File: src/rtl/rename_alloc_pkg.sv
// Shared rename sizing: slots per architectural register and slot index width.
// Tag layout is {arch_reg[4:0], slot[RB-1:0]}.
package rename_alloc_pkg;
    localparam int RP = 4;
    localparam int RB = 2;
    localparam int TW = 5 + RB;
endpackage

File: src/rtl/rename_alloc_free_pick.sv
// Find-first-zero over one register's slot-in-use bits.
// Lowest free slot wins.
module rn_free_pick
    import rename_alloc_pkg::*;
(
    input  logic [RP-1:0] used,
    output logic          any_free,
    output logic [RB-1:0] idx
);
    always_comb begin
        any_free = 1'b0;
        idx      = '0;
        for (int i = RP - 1; i >= 0; i--) begin
            if (!used[i]) begin
                any_free = 1'b1;
                idx      = RB'(i);
            end
        end
    end
endmodule

File: src/rtl/rename_alloc.sv
// Single-issue rename stage: source tag lookup, rd slot allocation,
// one registered output stage toward issue.
module rename_alloc
    import rename_alloc_pkg::*;
(
    input  logic             CLK,
    input  logic             RST,
    input  logic             flush,
    input  logic             dec_valid,
    output logic             dec_ready,
    input  logic             dec_rd_en,
    input  logic [4:0]       dec_rd,
    input  logic [4:0]       dec_rs1,
    input  logic [4:0]       dec_rs2,
    input  logic [63:0]      dec_payload,
    input  logic [RB*32-1:0] rnAct_X_qout,
    input  logic [RP*32-1:0] rnBufU_qout,
    input  logic [RP*32-1:0] wbLog_qout,
    output logic [RB*32-1:0] rnAct_X_dnxt,
    output logic [RP*32-1:0] rnBufU_rename_set,
    output logic             iss_valid,
    input  logic             iss_ready,
    output logic [TW-1:0]    iss_rd_tag,
    output logic [TW-1:0]    iss_rs1_tag,
    output logic [TW-1:0]    iss_rs2_tag,
    output logic             iss_rs1_rdy,
    output logic             iss_rs2_rdy,
    output logic             iss_rd_en,
    output logic [63:0]      iss_payload,
    output logic [31:0]      stall_cnt
);
    logic          out_free;
    logic          need_slot;
    logic          any_free;
    logic [RB-1:0] free_idx;
    logic          fire;
    logic          alloc;
    logic          pool_stall;
    logic [RP-1:0] rd_used;
    logic [RB-1:0] rs1_act;
    logic [RB-1:0] rs2_act;
    logic [RP-1:0] rs1_wb;
    logic [RP-1:0] rs2_wb;
    logic          rs1_rdy;
    logic          rs2_rdy;

    assign rd_used = rnBufU_qout[dec_rd*RP +: RP];

    rn_free_pick u_pick (
        .used     (rd_used),
        .any_free (any_free),
        .idx      (free_idx)
    );

    assign out_free  = ~iss_valid | iss_ready;
    assign need_slot = dec_rd_en & (dec_rd != 5'd0);
    assign dec_ready = out_free & ~flush & (~need_slot | any_free);
    assign fire      = dec_valid & dec_ready;
    assign alloc     = fire & need_slot;
    assign pool_stall = need_slot & ~any_free & dec_valid
                      & out_free & ~flush;

    // Sources read the pre-allocation pointers, so rs==rd sees the old tag.
    assign rs1_act = rnAct_X_qout[dec_rs1*RB +: RB];
    assign rs2_act = rnAct_X_qout[dec_rs2*RB +: RB];
    assign rs1_wb  = wbLog_qout[dec_rs1*RP +: RP];
    assign rs2_wb  = wbLog_qout[dec_rs2*RP +: RP];
    assign rs1_rdy = (dec_rs1 == 5'd0) | rs1_wb[rs1_act];
    assign rs2_rdy = (dec_rs2 == 5'd0) | rs2_wb[rs2_act];

    always_comb begin
        rnAct_X_dnxt      = rnAct_X_qout;
        rnBufU_rename_set = '0;
        if (alloc) begin
            rnAct_X_dnxt[dec_rd*RB +: RB]      = free_idx;
            rnBufU_rename_set[dec_rd*RP +: RP] = RP'(1) << free_idx;
        end
    end

    always_ff @(posedge CLK or posedge RST) begin
        if (RST) begin
            iss_valid   <= 1'b0;
            iss_rd_tag  <= '0;
            iss_rs1_tag <= '0;
            iss_rs2_tag <= '0;
            iss_rs1_rdy <= 1'b0;
            iss_rs2_rdy <= 1'b0;
            iss_rd_en   <= 1'b0;
            iss_payload <= '0;
            stall_cnt   <= '0;
        end else begin
            if (flush) begin
                iss_valid <= 1'b0;
            end else if (fire) begin
                iss_valid   <= 1'b1;
                iss_rd_tag  <= need_slot ? {dec_rd, free_idx} : '0;
                iss_rs1_tag <= {dec_rs1, rs1_act};
                iss_rs2_tag <= {dec_rs2, rs2_act};
                iss_rs1_rdy <= rs1_rdy;
                iss_rs2_rdy <= rs2_rdy;
                iss_rd_en   <= need_slot;
                iss_payload <= dec_payload;
            end else if (out_free) begin
                iss_valid <= 1'b0;
            end
            if (pool_stall && stall_cnt != 32'hFFFF_FFFF)
                stall_cnt <= stall_cnt + 32'd1;
        end
    end
endmodule
File: config.mk
export PLATFORM = sky130hd
export DESIGN_NAME = rename_alloc
export DESIGN_NICKNAME = d
export VERILOG_FILES = /design/src/rtl/rename_alloc_pkg.sv /design/src/rtl/rename_alloc_free_pick.sv /design/src/rtl/rename_alloc.sv
export SDC_FILE = /design/constraint.sdc
export NUM_CORES = 1
export LEC_CHECK = 0
export ABC_AREA = 1
export BUFFER_PORTS_ARGS = -buffer_cell sky130_fd_sc_hd__clkbuf_2
export CAP_MARGIN = 30
export CORE_AREA = 5 5 277 279
export DETAILED_ROUTE_END_ITERATION = 8
export DIE_AREA = 0 0 282 284
export PLACE_DENSITY_LB_ADDON = 0.05
export RECOVER_POWER = 50
export SETUP_SLACK_MARGIN = 0.1
export SLEW_MARGIN = 15
export SYNTH_ARGS = -nofsm -noshare
export SYNTH_HDL_FRONTEND = slang
export SYNTH_SLANG_ARGS = --single-unit
File: constraint.sdc
create_clock -name CLK -period 6.1 [get_ports CLK]
set_clock_uncertainty 0.2 [all_clocks]
set_input_delay 1.525 -clock CLK [delete_from_list [all_inputs] [get_ports CLK]]
set_output_delay 1.525 -clock CLK [all_outputs]
set_load 0.02 [all_outputs]
======== Word level (Yosys, flattened, before mapping) ========
Cells that the tools add are included.
storage, ports and cells
  memories ................................ 0
  latch bits .............................. 0
  output and inout port bits .............. 314
  word-level logic and storage cells ...... 68
  bits in registers ....................... 121
  input port bits ......................... 405
  bits in read-only memories .............. 0
  memory bits (writable) .................. 0
cells by class
  mux-type cells .......................... 19
  equality and inequality tests ........... 1
  divide/modulo/power cells ............... 0
  add/sub/neg operators ................... 3
  bitwise gates (word level) .............. 18
  order comparisons ....................... 2
  $mul .................................... 0
  reduce and logical (&&, ||, !) cells .... 6
  shift-type cells ........................ 10
operators by type and width
  cell                                                    count
  variable part select 128 x 8 -> 4 bit                   3
  bitwise AND 128 bit                                     1
  two-way mux 128 bit                                     1
  variable shift 4 x 34 -> 128 bit, first input constant  1
  variable part select 4 x 34 -> 128 bit                  1
  variable part select 64 x 7 -> 2 bit                    2
  bitwise mux 64 bit                                      1
  two-way mux 64 bit                                      1
  variable shift 2 x 34 -> 64 bit, first input constant   1
  variable part select 2 x 34 -> 64 bit                   1
  negator 6 -> 34 bit                                     1
  negator 7 -> 34 bit                                     1
  adder 32 x 1 -> 32 bit, second input constant           1
  != test 32 bit, second input constant                   1
  zero test 5 bit                                         2
  bitwise AND 1 bit                                       9
  two-way mux 1 bit                                       9
  two-way mux 2 bit                                       4
  two-way mux 7 bit                                       1
  < comparator 2 x 3 -> 1 bit, second input constant      2
  nonzero test 5 bit                                      1
  binary-select mux 1 bit (select 2 bit)                  2
  inverter 1 bit                                          4
  bitwise OR 1 bit                                        4
  other kinds (4)                                         4

======== Logic depth before layout (Yosys ltp) ========
  word-level depth ........................ 11
  gate-level depth with buffers ........... 20
  gate-level depth less buffers ........... 17

======== Hierarchy ========
Synthesis repeated with hierarchy kept, for this count alone.
unflattened totals
  cells, all modules ...................... 2244
  area, all modules ....................... 12610.8 sq um
modules (own cells, without submodules)
  module        seq. area each (sq um)  instances  cells each  area each (sq um)
  rename_alloc  3027.9                  1          2235        12574.6
  rn_free_pick  0.0                     1          9           36.3

======== Worst setup path before layout ========
No wires, ideal clock.
  path kind ............................... input to output
  from .................................... input port dec_rd[0]
  to ...................................... output port rnBufU_rename_set[33]
  stages on the path ...................... 15
  buffers on the path ..................... 4
  slack ................................... 639 ps
  data arrival time ....................... 3736 ps
  required time ........................... 4375 ps
  path through ............................ buf_6 inv_2 buf_6 buf_4 ha_1 clkbuf_1 nor2_1 inv_1 nor4_1 inv_1 nor2_1 inv_1 nor2_2 nand2_1 nor2_1
on the way
  cells in the longest elaborated chain, start to end .. 10
  elaborated cells on any way between the ends .. 22
  classes of those cells .................. add/sub: 1; shift: 4; mux: 9; bitwise: 7; reduce/logical: 1
RTL lines
  item                                                                           RTL line            source
  from (decl)                                                                    rename_alloc.sv:12  input logic [4:0] dec_rd,
  branches (longest 9 deep; another with variable part select 128 x 8 -> 4 bit)  n/a
  two-way mux 128 bit *                                                          rename_alloc.sv:74  if (alloc) begin
  to (decl)                                                                      rename_alloc.sv:20  output logic [RP*32-1:0] rnBufU_rename_set,
Mark *: on every way between the ends.

======== Worst setup path after layout ========
  from .................................... input port dec_rd[0]
  to ...................................... output port rnBufU_rename_set[27]
The elaborated chain is that of the path after synthesis.

==> impl_metrics.env <==
export IMPL_status="finished with violations"
export IMPL_violations="max-capacitance violations, max-slew violations"
export IMPL_cts_hold_buf=0
export IMPL_htree_levels=4
export IMPL_drv_slew=82
export IMPL_clkSinkCount=121
export IMPL_die_area_um2=80100
export IMPL_grt_overflow_total=0
export IMPL_synth_warnings=0
export IMPL_placed_cell_area_um2=17100
export IMPL_setup_viol=0
export IMPL_synth_top_area_share_pct=24.5
export IMPL_routedWlPerCell_um=23.2
export IMPL_crit_required_ns=4.38
export IMPL_peakVddDrop_mv=0.166
export IMPL_clk_latency_ns=0.43
export IMPL_maxCapViolations=1
export IMPL_drc=0
export IMPL_row_count=100
export IMPL_cp_end_kind="primary output"
export IMPL_period_needed_ns=5.94
export IMPL_start_util_pct=16.7
export IMPL_worstHoldStart="iss_payload[16]"
export IMPL_grt_use_total_pct=21.2
export IMPL_critical_path_slowest_cell="nor2_1"
export IMPL_rr_startpoint="stall_cnt[0]"
export IMPL_cts_tree="done"
export IMPL_antenna_found_initial=18
export IMPL_nets=3271
export IMPL_postRouteAntennaNets=0
export IMPL_first_pass_iters=5
export IMPL_leakagePower_nw=9.11
export IMPL_timing_worst_setup_path_type="in2out"
export IMPL_crit_fanout=6
export IMPL_io_pin_count=719
export IMPL_synthCells=2184
export IMPL_max_clock_path_buffers=2
export IMPL_synth_area_leader_cell="dfrtp_1"
export IMPL_drive_gt1_share_pct=26.4
export IMPL_critPathLaunch="dec_rd[0]"
export IMPL_p_per_area_nw_per_um2=194
export IMPL_grt_pass1_vias=17500
export IMPL_critPathArrivalTime_ns=4.22
export IMPL_synth_commonest_cells="nand2_1 (711), nor2_1 (264), o21ai_0 (251)"
export IMPL_ys_seq_area_share_pct=24.5
export IMPL_synth_most_common_cell="nand2_1"
export IMPL_ys_flop_type="dfrtp_1"
export IMPL_finalInstanceArea_um2=17700
export IMPL_post_dp_hpwl_um=74000
export IMPL_syn_area_per_cell_um2=5.66
export IMPL_area_delta_synth_final_pct=43.2
export IMPL_die_h_um=284
export IMPL_vias_per_cell=4.54
export IMPL_hold_path_class="reg2reg"
export IMPL_critical_path_max_stage_delay_ns=0.32
export IMPL_grt_max_degree=101
export IMPL_rsz0062_at_grt="true"
export IMPL_yosys_top_cells_area="dfrtp_1 (24%), nand2_1 (22%), o21ai_0 (10%), nor2_1 (8.0%), nand3_1 (6.7%)"
export IMPL_vias=17500
export IMPL_core_area_um2=73900
export IMPL_cts_buffers=17
export IMPL_slew_headroom_pct=-122
export IMPL_fp_dieW_um=282
export IMPL_start_kind="input pin"
export IMPL_async_flop_share_pct=100
export IMPL_synth_cell_types=44
export IMPL_synth_edf_count=0
export IMPL_final_period_utilization_pct=97.4
export IMPL_fin_tns_setup_ns=0
export IMPL_ys_ff_latch=121
export IMPL_gp_congestion=0.960
export IMPL_max_freq_ghz=0.168
export IMPL_netlist_area_um2=12400
export IMPL_path_clk_slew_ns=0.05
export IMPL_grt_pass1_wl_um=126000
export IMPL_final_hold_violation_count=0
export IMPL_io_buffer_count=714
export IMPL_drt_initial_drc_count=1225
export IMPL_finalWirelength_um=89500
export IMPL_path_cells="clkbuf_2 -> inv_2 -> buf_4 -> ha_1 -> nand2_1 -> nor2_1 -> ha_1 -> nand2_1 -> inv_1 -> nand4_2 -> nor2_2 -> inv_1 -> nor2_1 -> clkbuf_2"
export IMPL_cts_root_buffer="clkbuf_16"
export IMPL_worstMarginPinSlew_ns=3.33
registers in the layout, summed over array words and instances, names as in the netlist:
register and cells:
iss_payload 64, stall_cnt 32, iss_rd_tag 7, iss_rs1_tag 7, iss_rs2_tag 7, iss_rd_en 1, iss_rs1_rdy 1, iss_rs2_rdy 1
iss_valid 1
cells in the final DEF, fill, tap and decap left out, drive strengths merged, types with 2 or more instances in the layout:
| cell | n |
|---|---|
| a21oi | 114 |
| a31oi | 2 |
| buf | 74 |
| bufinv | 3 |
| clkbuf | 740 |
| clkinv | 4 |
| clkinvlp | 2 |
| conb | 4 |
| dfrtp | 121 |
| diode | 12 |
| ha | 6 |
| inv | 210 |
| nand2 | 720 |
| nand3 | 170 |
| nand4 | 21 |
| nor2 | 285 |
| nor3 | 25 |
| nor4 | 7 |
| o211ai | 44 |
| o21ai | 263 |
| o221ai | 9 |
| o22ai | 9 |
| o31ai | 2 |
| xnor2 | 11 |
| xor2 | 22 |
repair_timing:
item                                    in CTS  in global routing
resized for setup                            2                 20
buffers inserted                             0                  1
endpoints found under the setup margin       3                 57
gates cloned                                 0                  0
pin swaps                                    0                  1
power by group:
part	switching (mW)	internal, mW
clock network	0.388	0.682
registers	0.0925	0.928
logic	0.953	0.395
cells by family (layout without fill, tap and decap cells):
group / count (synthesis) / after routing / synth area share [%]
other cells: 1 / 16 / 0.0303
xor+xnor: 33 / 33 / 2.40
compound gates: 445 / 445 / 19.5
flops: 121 / 121 / 24.5
buf+inv: 348 / 1033 / 11.8
simple gates: 1230 / 1230 / 41.2
fa+ha+maj: 6 / 6 / 0.607
routing by layer:
| layer | up-vias | track usage (%) | routed length, µm |
|---|---|---|---|
| li1 | 8395 | - | - |
| met1 | 8346 | 27.2 | 38200 |
| met2 | 651 | 35.8 | 43600 |
| met3 | 109 | 4.43 | 5280 |
| met4 | 8 | 6.57 | 2390 |
| met5 | - | 0 | 60 |
worst max-delay path, delay by kind of cell:
kind,cells,cell delay (ns)
buf+inv,6,1.04
simple gates,6,1.11
fa+ha+maj,2,0.53
through the flow:
step	setup slack, ns	power (mW)	utilization [%]	hold WS, ns	std cells
finish	0.158	3.44	23.9	0.277	3853
detailed placement	0.0863	2.42	23.2	0.264	3808
CTS	0.132	3.53	24.0	0.281	3839
floorplan	0.639	1.75	-	0.382	2187
global placement	0.0227	2.43	23.2	0.262	3808
global route	0.0309	3.67	23.9	0.297	3849
layout make-up:
| cell class | count | area, µm² |
|---|---|---|
| Clock inverter | 7 | 115 |
| Antenna cell | 12 | 30.0 |
| Multi-Input combinational cell | 1718 | 7960 |
| Timing Repair Buffer | 790 | 4060 |
| Sequential cell | 121 | 3030 |
| Inverter | 212 | 796 |
| Fill cell | 8794 | 56200 |
| Tap cell | 969 | 1210 |
| Clock buffer | 24 | 492 |
worst paths after layout:
kind,endpoint,slack (ns),cells past startpoint
worst max-delay path,rnBufU_rename_set[27],0.16,14
worst min-delay path,iss_payload[16],0.28,2
worst max register to register,stall_cnt[27],2.65,10
worst min register to register,iss_payload[16],0.28,2
max in group asynchronous,iss_payload[41],1.03,3
min in group asynchronous,iss_payload[39],2.07,2
Note: power is estimated with default switching activity, not from simulation.
